<file path="src/rtl/mem_access_unit.sv">
// -----------------------------------------------------------------------------
// mem_access_unit
// Load/store unit between the CPU MEM stage and a word-addressed data memory
// that has no byte enables. Byte and halfword accesses become word accesses.
// Sub-word stores are done as a read-modify-write sequence. Loads are sign- or
// zero-extended. Byte order is little-endian: lane 0 is bits [7:0].
//
// Ports
//   clk, rst            clock, synchronous active-high reset
//   cpu_valid           request present (sampled only in IDLE)
//   cpu_write           1 = store, 0 = load
//   cpu_size            00 byte, 01 half, 10 word, 11 illegal
//   cpu_signed          loads: 1 = sign-extend, 0 = zero-extend
//   cpu_addr            byte address
//   cpu_wdata           store data (sub-word data taken from low bits)
//   cpu_rdata           registered, extended load result
//   cpu_done            one-cycle completion pulse
//   cpu_err             one-cycle error pulse, concurrent with cpu_done
//   cpu_busy            high whenever the FSM is not IDLE
//   mem_read/mem_write  memory strobes (pure decodes of state)
//   mem_addr            word-aligned memory address
//   mem_wdata           word written to memory
//   mem_rdata           word returned combinationally by the memory
// -----------------------------------------------------------------------------
module mem_access_unit #(
    parameter int ADDR_WIDTH = 32
) (
    input  logic                  clk,
    input  logic                  rst,
    input  logic                  cpu_valid,
    input  logic                  cpu_write,
    input  logic [1:0]            cpu_size,
    input  logic                  cpu_signed,
    input  logic [ADDR_WIDTH-1:0] cpu_addr,
    input  logic [31:0]           cpu_wdata,
    output logic [31:0]           cpu_rdata,
    output logic                  cpu_done,
    output logic                  cpu_err,
    output logic                  cpu_busy,
    output logic                  mem_read,
    output logic                  mem_write,
    output logic [ADDR_WIDTH-1:0] mem_addr,
    output logic [31:0]           mem_wdata,
    input  logic [31:0]           mem_rdata
);

    typedef enum logic [1:0] {
        IDLE = 2'd0,
        RD   = 2'd1,
        WR   = 2'd2,
        RESP = 2'd3
    } state_t;

    localparam logic [1:0] SZ_BYTE = 2'b00;
    localparam logic [1:0] SZ_HALF = 2'b01;
    localparam logic [1:0] SZ_WORD = 2'b10;

    state_t                  state_q, state_d;
    logic                    write_q;
    logic [1:0]              size_q;
    logic                    signed_q;
    logic [1:0]              lane_q;
    logic [15:0]             wdata_q;     // only the low half is ever merged
    logic                    err_q;
    logic [31:0]             rdata_q;
    logic [ADDR_WIDTH-1:0]   mem_addr_q;
    logic [31:0]             mem_wdata_q;

    // Request legality check on the live CPU fields.
    logic req_err;
    always_comb begin
        req_err = 1'b0;
        case (cpu_size)
            SZ_HALF: req_err = cpu_addr[0];
            SZ_WORD: req_err = (cpu_addr[1:0] != 2'b00);
            SZ_BYTE: req_err = 1'b0;
            default: req_err = 1'b1;
        endcase
    end

    // Per-lane view of the memory word and the read-modify-write merge.
    // A lane is replaced when it is the addressed byte, or belongs to the
    // addressed halfword; halfword lanes take wdata bytes 0/1 in order.
    logic [7:0]  rd_lane    [4];
    logic [31:0] merged_word;

    genvar gi;
    generate
        for (gi = 0; gi < 4; gi++) begin : g_lane
            logic hit;
            assign rd_lane[gi] = mem_rdata[gi*8 +: 8];
            assign hit = ((size_q == SZ_BYTE) && (lane_q == 2'(gi))) ||
                         ((size_q == SZ_HALF) && (lane_q[1] == 1'(gi / 2)));
            assign merged_word[gi*8 +: 8] =
                !hit                  ? rd_lane[gi] :
                (size_q == SZ_BYTE)   ? wdata_q[7:0] :
                                        wdata_q[(gi % 2)*8 +: 8];
        end
    endgenerate

    // Load lane extraction and extension.
    logic [7:0]  load_byte;
    logic [15:0] load_half;
    logic [31:0] load_ext;
    always_comb begin
        load_byte = rd_lane[lane_q];
        load_half = lane_q[1] ? mem_rdata[31:16] : mem_rdata[15:0];
        case (size_q)
            SZ_BYTE: load_ext = signed_q ? {{24{load_byte[7]}}, load_byte}
                                         : {24'd0, load_byte};
            SZ_HALF: load_ext = signed_q ? {{16{load_half[15]}}, load_half}
                                         : {16'd0, load_half};
            default: load_ext = mem_rdata;
        endcase
    end

    // Next-state logic.
    always_comb begin
        state_d = state_q;
        case (state_q)
            IDLE: begin
                if (cpu_valid) begin
                    if (req_err)
                        state_d = RESP;
                    else if (cpu_write && (cpu_size == SZ_WORD))
                        state_d = WR;   // full word: no read needed
                    else
                        state_d = RD;
                end
            end
            RD:      state_d = write_q ? WR : RESP;
            WR:      state_d = RESP;
            default: state_d = IDLE;
        endcase
    end

    always_ff @(posedge clk) begin
        if (rst) begin
            state_q     <= IDLE;
            write_q     <= 1'b0;
            size_q      <= 2'b00;
            signed_q    <= 1'b0;
            lane_q      <= 2'b00;
            wdata_q     <= 16'd0;
            err_q       <= 1'b0;
            rdata_q     <= 32'd0;
            mem_addr_q  <= '0;
            mem_wdata_q <= 32'd0;
        end else begin
            state_q <= state_d;
            case (state_q)
                IDLE: begin
                    if (cpu_valid) begin
                        write_q  <= cpu_write;
                        size_q   <= cpu_size;
                        signed_q <= cpu_signed;
                        lane_q   <= cpu_addr[1:0];
                        wdata_q  <= cpu_wdata[15:0];
                        err_q    <= req_err;
                        // A rejected request never touches the memory port.
                        if (!req_err) begin
                            mem_addr_q <= {cpu_addr[ADDR_WIDTH-1:2], 2'b00};
                            if (cpu_write && (cpu_size == SZ_WORD))
                                mem_wdata_q <= cpu_wdata;
                        end
                    end
                end
                RD: begin
                    if (write_q)
                        mem_wdata_q <= merged_word;
                    else
                        rdata_q <= load_ext;
                end
                default: ;
            endcase
        end
    end

    assign cpu_rdata = rdata_q;
    assign cpu_done  = (state_q == RESP);
    assign cpu_err   = (state_q == RESP) && err_q;
    assign cpu_busy  = (state_q != IDLE);
    assign mem_read  = (state_q == RD);
    assign mem_write = (state_q == WR);
    assign mem_addr  = mem_addr_q;
    assign mem_wdata = mem_wdata_q;

endmodule
</file>
<file path="config.mk">
export PLATFORM = sky130hd
export DESIGN_NAME = mem_access_unit
export DESIGN_NICKNAME = d
export VERILOG_FILES = /design/src/rtl/mem_access_unit.sv
export SDC_FILE = /design/constraint.sdc
export NUM_CORES = 1
export LEC_CHECK = 0
export ABC_AREA = 1
export ABC_CLOCK_PERIOD_IN_PS = 4300
export CAP_MARGIN = 20
export CELL_PAD_IN_SITES_DETAIL_PLACEMENT = 1
export CELL_PAD_IN_SITES_GLOBAL_PLACEMENT = 1
export CORE_MARGIN = 1.5
export CORE_UTILIZATION = 33
export CTS_BUF_LIST = sky130_fd_sc_hd__clkbuf_8 sky130_fd_sc_hd__clkbuf_16
export CTS_CLUSTER_DIAMETER = 30
export DETAILED_ROUTE_END_ITERATION = 6
export PLACE_DENSITY_LB_ADDON = 0.2
export RECOVER_POWER = 50
export SLEW_MARGIN = 20
export SYNTH_ARGS = -nofsm -noshare
export SYNTH_HDL_FRONTEND = slang
export SYNTH_SLANG_ARGS = --single-unit
</file>
<file path="constraint.sdc">
create_clock -name clk -period 4.3 [get_ports clk]
set_input_delay 0.43 -clock clk [delete_from_list [all_inputs] [get_ports clk]]
set_output_delay 0.43 -clock clk [all_outputs]
set_load 0.005 [all_outputs]
</file>
==> results of run 1 <==
-- worst min-delay path by stage --
stage / to / slack, ns / cells after the start
global placement: wdata_q[15] / 0.46 / 2
floorplan: wdata_q[10] / 0.45 / 2
finish: mem_addr[16] / 0.47 / 2
CTS: wdata_q[15] / 0.48 / 2
detailed placement: wdata_q[15] / 0.47 / 2
global route: mem_addr[16] / 0.50 / 2
-- stage by stage --
step | hold slack, ns | area [um^2] | utilization, %
2_1_floorplan | 0.450 | 6060 | -
3_3_place_gp | 0.461 | 8130 | 45.3
3_5_place_dp | 0.470 | 8130 | 45.3
4_1_cts | 0.483 | 8750 | 48.7
5_1_grt | 0.499 | 8750 | 48.7
6_report | 0.473 | 8750 | 48.7
-- power groups by stage --
stage	Clock, uW	Combinational [uW]	Sequential, uW
after floorplan	0	1540	1670
after global placement	0	2550	1680
after detailed placement	0	2610	1700
after CTS	1530	2640	1680
after global routing	1570	2850	1710
final	1500	2520	1660
-- critical path: cells and delay by family --
| kind | cells | cell delay, ns |
|---|---|---|
| buf+inv | 3 | 1.96 |
| compound gates | 2 | 0.59 |
-- layout make-up --
| type | instances | share of cell area (%) |
|---|---|---|
| flip-flops and latches | 119 | 27.2 |
| clock buffers | 19 | 5.18 |
| multi-input cells | 707 | 34.9 |
| inverters | 85 | 3.65 |
| repair buffers | 210 | 23.9 |
| clock inverters | 13 | 1.86 |
| well taps | 229 | 3.28 |
-- registers in the layout, summed over array words and instances (netlist names) --
signal	flops
cpu_rdata	32
mem_wdata	32
mem_addr	30
wdata_q	16
lane_q	2
size_q	2
state_q	2
err_q	1
signed_q	1
write_q	1
-- cells by family after synthesis --
group	count (synthesis)	share of synthesized area, %
adders and majority gates	4	0.826
buffers and inverters	141	10.3
AOI/OAI and AO/OA	152	12.7
other	1	0.0619
DFF	119	39.3
and+or+nand+nor	549	36.7
-- routing by layer --
metal / track usage, % / vias to the layer above / part of all wire, %
met3: 7.20 / 21 / 7.2
met4: 6.93 / 0 / 1.2
met2: 38.5 / 184 / 49
met1: 27.3 / 3068 / 43
met5: 0 / - / 0
li1: - / 3344 / -
-- cell usage in the layout (no fill, tap or decap), types with 2 or more instances in the layout --
cell type	count
sky130_fd_sc_hd__a21oi_1	53
sky130_fd_sc_hd__buf_4	8
sky130_fd_sc_hd__bufinv_16	4
sky130_fd_sc_hd__clkbuf_16	17
sky130_fd_sc_hd__clkbuf_8	2
sky130_fd_sc_hd__clkdlybuf4s50_1	104
sky130_fd_sc_hd__clkinv_2	4
sky130_fd_sc_hd__conb_1	2
sky130_fd_sc_hd__dfxtp_1	119
sky130_fd_sc_hd__dlygate4sd3_1	97
sky130_fd_sc_hd__ha_1	4
sky130_fd_sc_hd__inv_1	84
sky130_fd_sc_hd__inv_2	5
sky130_fd_sc_hd__nand2_1	246
sky130_fd_sc_hd__nand2_2	14
sky130_fd_sc_hd__nand3_1	49
sky130_fd_sc_hd__nand3_2	4
sky130_fd_sc_hd__nand4_1	2
sky130_fd_sc_hd__nor2_1	229
sky130_fd_sc_hd__nor2_4	3
sky130_fd_sc_hd__o21ai_0	97
==> impl_summary.txt, run 1 <==
----------------------------------------------------
[Timing]
  Worst-Margin Slew ... 1.63 ns
  Rel. slew slack ... -8.55%
  Final critical-path setup slack ... 1.61 ns
  Max frequency ... 0.372 GHz
  Share of the clock period used by the worst path ... 62.5%
  RSZ-0062 raised after global routing ... false
  Final setup vio count ... 0
  Total count of hold-check failures in the final report ... 0
  Maximum clock skew at final layout ... 0.0108 ns
  Sum of negative setup slack ... 0 ns
  Final critical path time including I/O delays and setup ... 2.69 ns
  Count of pins over their slew limit ... 57

[Synthesis]
  Top-area cell type share of the netlist area ... 39.3%
  Per-instance average area after synthesis ... 6.27 um^2
  Post-synthesis register bit count ... 119
  Number of enable-type register cells in the synthesized netlist ... 0
  Share of async-settable or async-resettable flops after synthesis ... 0%
  Dominant synthesized flop cell ... sky130_fd_sc_hd__dfxtp_1
  Yosys warnings ... 0
  Cell area after technology mapping ... 6060 um^2
  Largest area contributor in the synthesized netlist ... sky130_fd_sc_hd__dfxtp_1
  Most common cell in the netlist ... sky130_fd_sc_hd__nand2_1
  Number of distinct standard cells referenced by the synthesized netlist ... 26
  Cell count after synthesis ... 966
  Share of the yosys chip area belonging to registers ... 39.3%
  Most area-consuming cells after synthesis ... sky130_fd_sc_hd__dfxtp_1 (39%), sky130_fd_sc_hd__nand2_1 (15%), sky130_fd_sc_hd__nor2_1 (14%)
  List of most frequent post-synthesis cells ... sky130_fd_sc_hd__nand2_1 (246), sky130_fd_sc_hd__nor2_1 (229), sky130_fd_sc_hd__dfxtp_1 (119)

[Placement]
  Count of port buffers added during placement ... 201
  Number of placed instances, taps included ... 1350
  Final HPWL DP ... 15900 um
  Pre-CTS setup slack ... 1.36 ns
  GP Congestion ... 0.851

[CTS]
  Clock network latency to the later pin of the worst-skew pair ... 0.42 ns
  CTS tree ... built
  Clk sink count ... 119
  Gates resized, CTS repair ... 0
  Longest Clk Path Bufs ... 2
  Clock-pin slew reported for the worst setup and hold paths after clock tree synthesis ... 0.05 ns
  Cell at the root of the clock tree ... sky130_fd_sc_hd__clkbuf_16
  Quantity of hold-fixing buffers added after cts ... 0
  Postcts setup bufs ... 0
  Cts bufs inserted ... 17
  H-Tree Level Count ... 4

[Critical path]
  Worst-path maximum fanout ... 57
  Critical path type ... input pin to register
  Sequence of cells on the critical path ... dlygate4sd3_1 > buf_4 > inv_1 > o21ai_0 > a21oi_1
  Arrival time at the worst endpoint ... 3.02 ns
  Startpoint kind of the worst setup timing path ... input pin
  Worst Setup End Kind ... register
  Delay of the slowest cell on the worst path ... 1.19 ns
  Register-to-register path setup slack ... 1.65 ns
  Reg-to-reg critical path endpoint ... mem_addr[27]
  Endpoint of the worst setup timing path ... cpu_rdata[3]
  Cell count of the worst reg-to-reg path ... 10
  Reg2Reg Launch Point ... state_q[1]
  Launch point of the critical path ... rst
  Data required time at the worst endpoint ... 4.64 ns
  Critical path's slowest cell ... sky130_fd_sc_hd__inv_1

[Drt]
  Initial DRC Count ... 304
  Via Count ... 6617
  Average wire per cell in the routed design ... 15.6 um
  Total wire length ... 21600 um
  Number of nets still failing antenna checks after routing ... 0
  Per-cell via count in the routed design ... 4.79
  Pre-Repair DR Iteration Count ... 4
  DRC ... 0

[Layout]
  Filler Cell Count ... 2368
  Area grow syn2layout ... 44.4%
  Antenna Diode Count ... 0
  Area of the multi-input gates ... 3050 um^2
  Number of non-filler instances in the completed layout ... 1382
  Net count, final ... 1247
  Sequential Area ... 2380 um^2
  Fraction of layout cells with a size suffix above 1 ... 5.72%

[Floorplan]
  Count of boundary I/O pins ... 204
  Std-Cell Core Area ... 18000 um^2
  Floorplan die height ... 138 um
  Floorplan die area ... 19200 um^2
  Effective utilization at floorplan ... 33.7%
  Placement row count ... 49
  Floorplan die width ... 138 um

[Pwr]
  Design Power ... 5680 uW
  Worst ir drop on vdd ... 0.346 mV
  Proportion of total power due to net switching ... 39.2%
  Total power divided by cell area ... 650 nW/um^2
  Reported leakage power ... 0.00416 uW
  Reported net switching power ... 2230 uW
  Internal power component ... 3460 uW
  Fraction of power consumed by sequential logic ... 29.2%
  Share of total power in the clock network ... 26.5%
  Combinational share of power ... 44.3%

[Run]
  MaxCap Viol Count ... 1

[GRT]
  Total overflow reported by the global router ... 0
  Number of global-route vias before repair ... 6668
  Total global routing track utilization ... 22.7%
  Antenna violations before repair ... 0
  First-pass GRT wire length ... 34800 um
  Maximum number of pins on one net before global-route repair ... 58

[Run status]
  Violated checks ... capacitance limit, slew limit
  Status ... finished, violations left

[Worst hold path]
  Startpoint of the worst hold path ... mem_addr[16]
  Hold crit path type ... register to register

----------------------------------------------------
No activity file was read; power rests on OpenSTA's default activity.
==> run 2, diff against run 1 <==
ABC_CLOCK_PERIOD_IN_PS = 2240   (was 4300)
CORE_UTILIZATION = 28   (was 33)
clock period = 2.24 ns   (was 4.3 ns; I/O delays follow)
==> run 2 against run 1 <==
The flow now finishes without violations. Critical path depth decreased by 1. Largest cell class unchanged. Hold slack got worse by 0.047 ns. Total power up 97%. Critical path type is now register to output pin. Wire length up 5.3%. Cell area increased by 2.1%. First-iteration DRC count shrank 6.9%. Count of clock-buffer cells in the layout fell by 1. Non-clock buffer count increased by 10. Sequential share of layout area decreased by 0.55 points. Clock power rose by 110%. Register-to-register slack got worse by 1.3 ns. Global-route usage fell by 1.8 points.
==> impl_summary.txt, run 2 (synthesized netlist as in run 1, its figures left out) <==
----------------------------------------------------
[Floorplan]
  Std-Cell Core Area ... 21200 um^2 (was 18000 um^2)
  Floorplan die width ... 150 um (was 138 um)
  Count of boundary I/O pins ... 204 (unchanged)
  Placement row count ... 53 (was 49)
  Floorplan die area ... 22500 um^2 (was 19200 um^2)
  Effective utilization at floorplan ... 28.6% (was 33.7%)
  Floorplan die height ... 150 um (was 138 um)

[Layout]
  Commonest cells after routing, fill and taps aside ... sky130_fd_sc_hd__nand2_1 (246), sky130_fd_sc_hd__nor2_1 (229), sky130_fd_sc_hd__dfxtp_1 (119), sky130_fd_sc_hd__clkdlybuf4s50_1 (107), sky130_fd_sc_hd__o21ai_0 (97) (was sky130_fd_sc_hd__nand2_1 (246), sky130_fd_sc_hd__nor2_1 (229), sky130_fd_sc_hd__dfxtp_1 (119), sky130_fd_sc_hd__clkdlybuf4s50_1 (104))
  Commonest non-fill, non-tap cell in the layout ... sky130_fd_sc_hd__nand2_1 (unchanged)
  Net count, final ... 1257 (was 1247)
  Fraction of layout cells with a size suffix above 1 ... 6.79% (was 5.72%)
  Antenna Diode Count ... 0 (unchanged)
  Area grow syn2layout ... 47.4% (was 44.4%)
  Final instance area ... 8930 um^2 (was 8750 um^2)

[GRT]
  Maximum number of pins on one net before global-route repair ... 41 (was 58)
  Number of global-route vias before repair ... 6587 (was 6668)
  Antenna violations before repair ... 1 (was 0)
  Total overflow reported by the global router ... 0 (unchanged)
  Total global routing track utilization ... 20.9% (was 22.7%)
  First-pass GRT wire length ... 36100 um (was 34800 um)

[CTS]
  Clock-pin slew reported for the worst setup and hold paths after clock tree synthesis ... 0.06 ns (was 0.05 ns)
  Cell at the root of the clock tree ... sky130_fd_sc_hd__clkbuf_16 (unchanged)
  Cts bufs inserted ... 17 (unchanged)
  Longest Clk Path Bufs ... 2 (unchanged)
  H-Tree Level Count ... 4 (unchanged)
  CTS tree ... built (unchanged)
  Clock network latency to the later pin of the worst-skew pair ... 0.42 ns (about the same)
  Quantity of hold-fixing buffers added after cts ... 0 (unchanged)
  Gates resized, CTS repair ... 0 (unchanged)
  Postcts setup bufs ... 0 (unchanged)
  Clk sink count ... 119 (unchanged)

[Pwr]
  Total power divided by cell area ... 1260 nW/um^2 (was 650 nW/um^2)
  Worst ir drop on vdd ... 0.527 mV (was 0.346 mV)
  Reported leakage power ... 0.00420 uW (was 0.00416 uW)

[Drt]
  Number of nets still failing antenna checks after routing ... 0 (unchanged)
  Routed met3 length ... 1430 um (was 1560 um)
  Uppermost layer routed ... met5 (was met4)
  Via Count ... 6503 (was 6617)
  Total wire length ... 22700 um (was 21600 um)
  DRC ... 0 (unchanged)
  Per-cell via count in the routed design ... 4.52 (was 4.79)
  Detailed-routed wire length on met2 ... 10800 um (was 10600 um)
  Detailed-routing wirelength on met1 ... 10100 um (was 9190 um)
  Average wire per cell in the routed design ... 15.8 um (was 15.6 um)
  Pre-Repair DR Iteration Count ... 4 (unchanged)
  Initial DRC Count ... 283 (was 304)

[Timing]
  RSZ-0062 raised after global routing ... false (unchanged)
  Final critical path time including I/O delays and setup ... 1.98 ns
  Max frequency ... 0.506 GHz
  Final setup vio count ... 0 (unchanged)
  Rel. slew slack ... 49.1% (was -8.55%)
  Sum of negative setup slack ... 0 ns (unchanged)
  Worst-Margin Slew ... 0.763 ns (was 1.63 ns)
  Count of pins over their slew limit ... 0 (was 57)
  Total count of hold-check failures in the final report ... 0 (unchanged)
  Share of the clock period used by the worst path ... 88.3%
  Maximum clock skew at final layout ... 0.0155 ns (was 0.0108 ns)

[Placement]
  GP Congestion ... 0.808 (was 0.851)
  Final HPWL DP ... 17100 um (was 15900 um)
  Count of port buffers added during placement ... 201 (unchanged)
  Placed inst area ... 8280 um^2 (was 8130 um^2)

[Run status]
  Status ... finished, final reports clean (was finished, violations left)

[Critical path]
  Register-to-register path setup slack ... 0.30 ns (was 1.65 ns)
  Reg-to-reg critical path endpoint ... lane_q[1] (was mem_addr[27])
  Worst Setup End Kind ... output pin (was register)
  Arrival time at the worst endpoint ... 1.75 ns (was 3.02 ns)
  Cell count of the worst reg-to-reg path ... 6 (was 10)
  Worst-path maximum fanout ... 4 (was 57)
  Data required time at the worst endpoint ... 2.02 ns (was 4.64 ns)
  Reg2Reg Launch Point ... state_q[0] (was state_q[1])
  Critical path type ... register to output pin (was input pin to register)
  Startpoint kind of the worst setup timing path ... register (was input pin)

[Worst hold path]
  Startpoint of the worst hold path ... cpu_addr[9] (was mem_addr[16])
  End point of the most critical hold path ... mem_addr[9] (was mem_addr[16])
  Hold crit path type ... input pin to register (was register to register)
  Depth of the worst hold-timing path ... 3 (was 2)

[Run]
  MaxCap Viol Count ... 0 (was 1)

----------------------------------------------------
==> run 2: changes by cell type in the layout (fill, tap and decap cells not counted), sizes merged <==
cell | before | now
buf | 9 | 17
bufinv | 4 | 5
clkbuf | 19 | 20
clkdlybuf4s50 | 104 | 107
clkinvlp | 1 | 2
dlygate4sd3 | 97 | 94
inv | 89 | 88
==> run 2: worst max path at each step <==
stage               startpoint            end  cells past startpoint
floorplan           state_q[1]  mem_wdata[16]                     10
global placement    state_q[1]   cpu_rdata[7]                      8
detailed placement  state_q[1]   cpu_rdata[7]                      8
CTS                 state_q[1]       cpu_busy                      4
global route        state_q[0]      size_q[1]                      6
finish              state_q[0]       cpu_busy                      4
==> run 2: metal layers <==
layer | track usage, % | vias to the layer above
li1 | - | 3368
met1 | 25.8 | 2950
met2 | 34.9 | 159
met3 | 6.13 | 24
met4 | 6.57 | 2
met5 | 0 | -
==> run 2: metrics by stage <==
stage	cells	setup WS, ns	hold WS [ns]	power, uW	util (%)
finish	1438	0.263	0.426	11200	42.2
global route	1438	0.0831	0.452	12200	42.2
CTS	1438	0.227	0.406	11600	42.2
detailed placement	1406	0.366	0.466	8440	39.1
global placement	1406	0.390	0.458	8320	39.1
floorplan	967	0.608	0.391	6160	-
==> run 2: area by class of cell <==
type / count / area, um^2
repair buffers: 220 / 2170
inverters: 85 / 319
flip-flops and latches: 119 / 2380
multi-input cells: 707 / 3050
clock buffers: 18 / 439
well taps: 275 / 344
fillers: 2657 / 12200
clock inverters: 14 / 219
==> run 2: worst max-delay path, stage by stage, from the launching register on <==
cell,delay [ns]
sky130_fd_sc_hd__dfxtp_1,0.37
sky130_fd_sc_hd__inv_1,0.08
sky130_fd_sc_hd__ha_1,0.24
sky130_fd_sc_hd__inv_1,0.10
sky130_fd_sc_hd__clkdlybuf4s50_1,0.54
==> run 2: report_power, final <==
| group | leakage [uW] | internal [uW] | switching [uW] |
|---|---|---|---|
| Combinational | 0.00291 | 2000 | 2950 |
| Sequential | 0.000977 | 2790 | 380 |
| Clock | 0.000317 | 2010 | 1070 |
| Total | 0.00420 | 6800 | 4410 |
==> run 3, diff against run 2 <==
HOLD_SLACK_MARGIN = 0.02   (was not set)
==> results of run 3 <==
The final DEF is identical to that of run 2; final timing and power are the same.
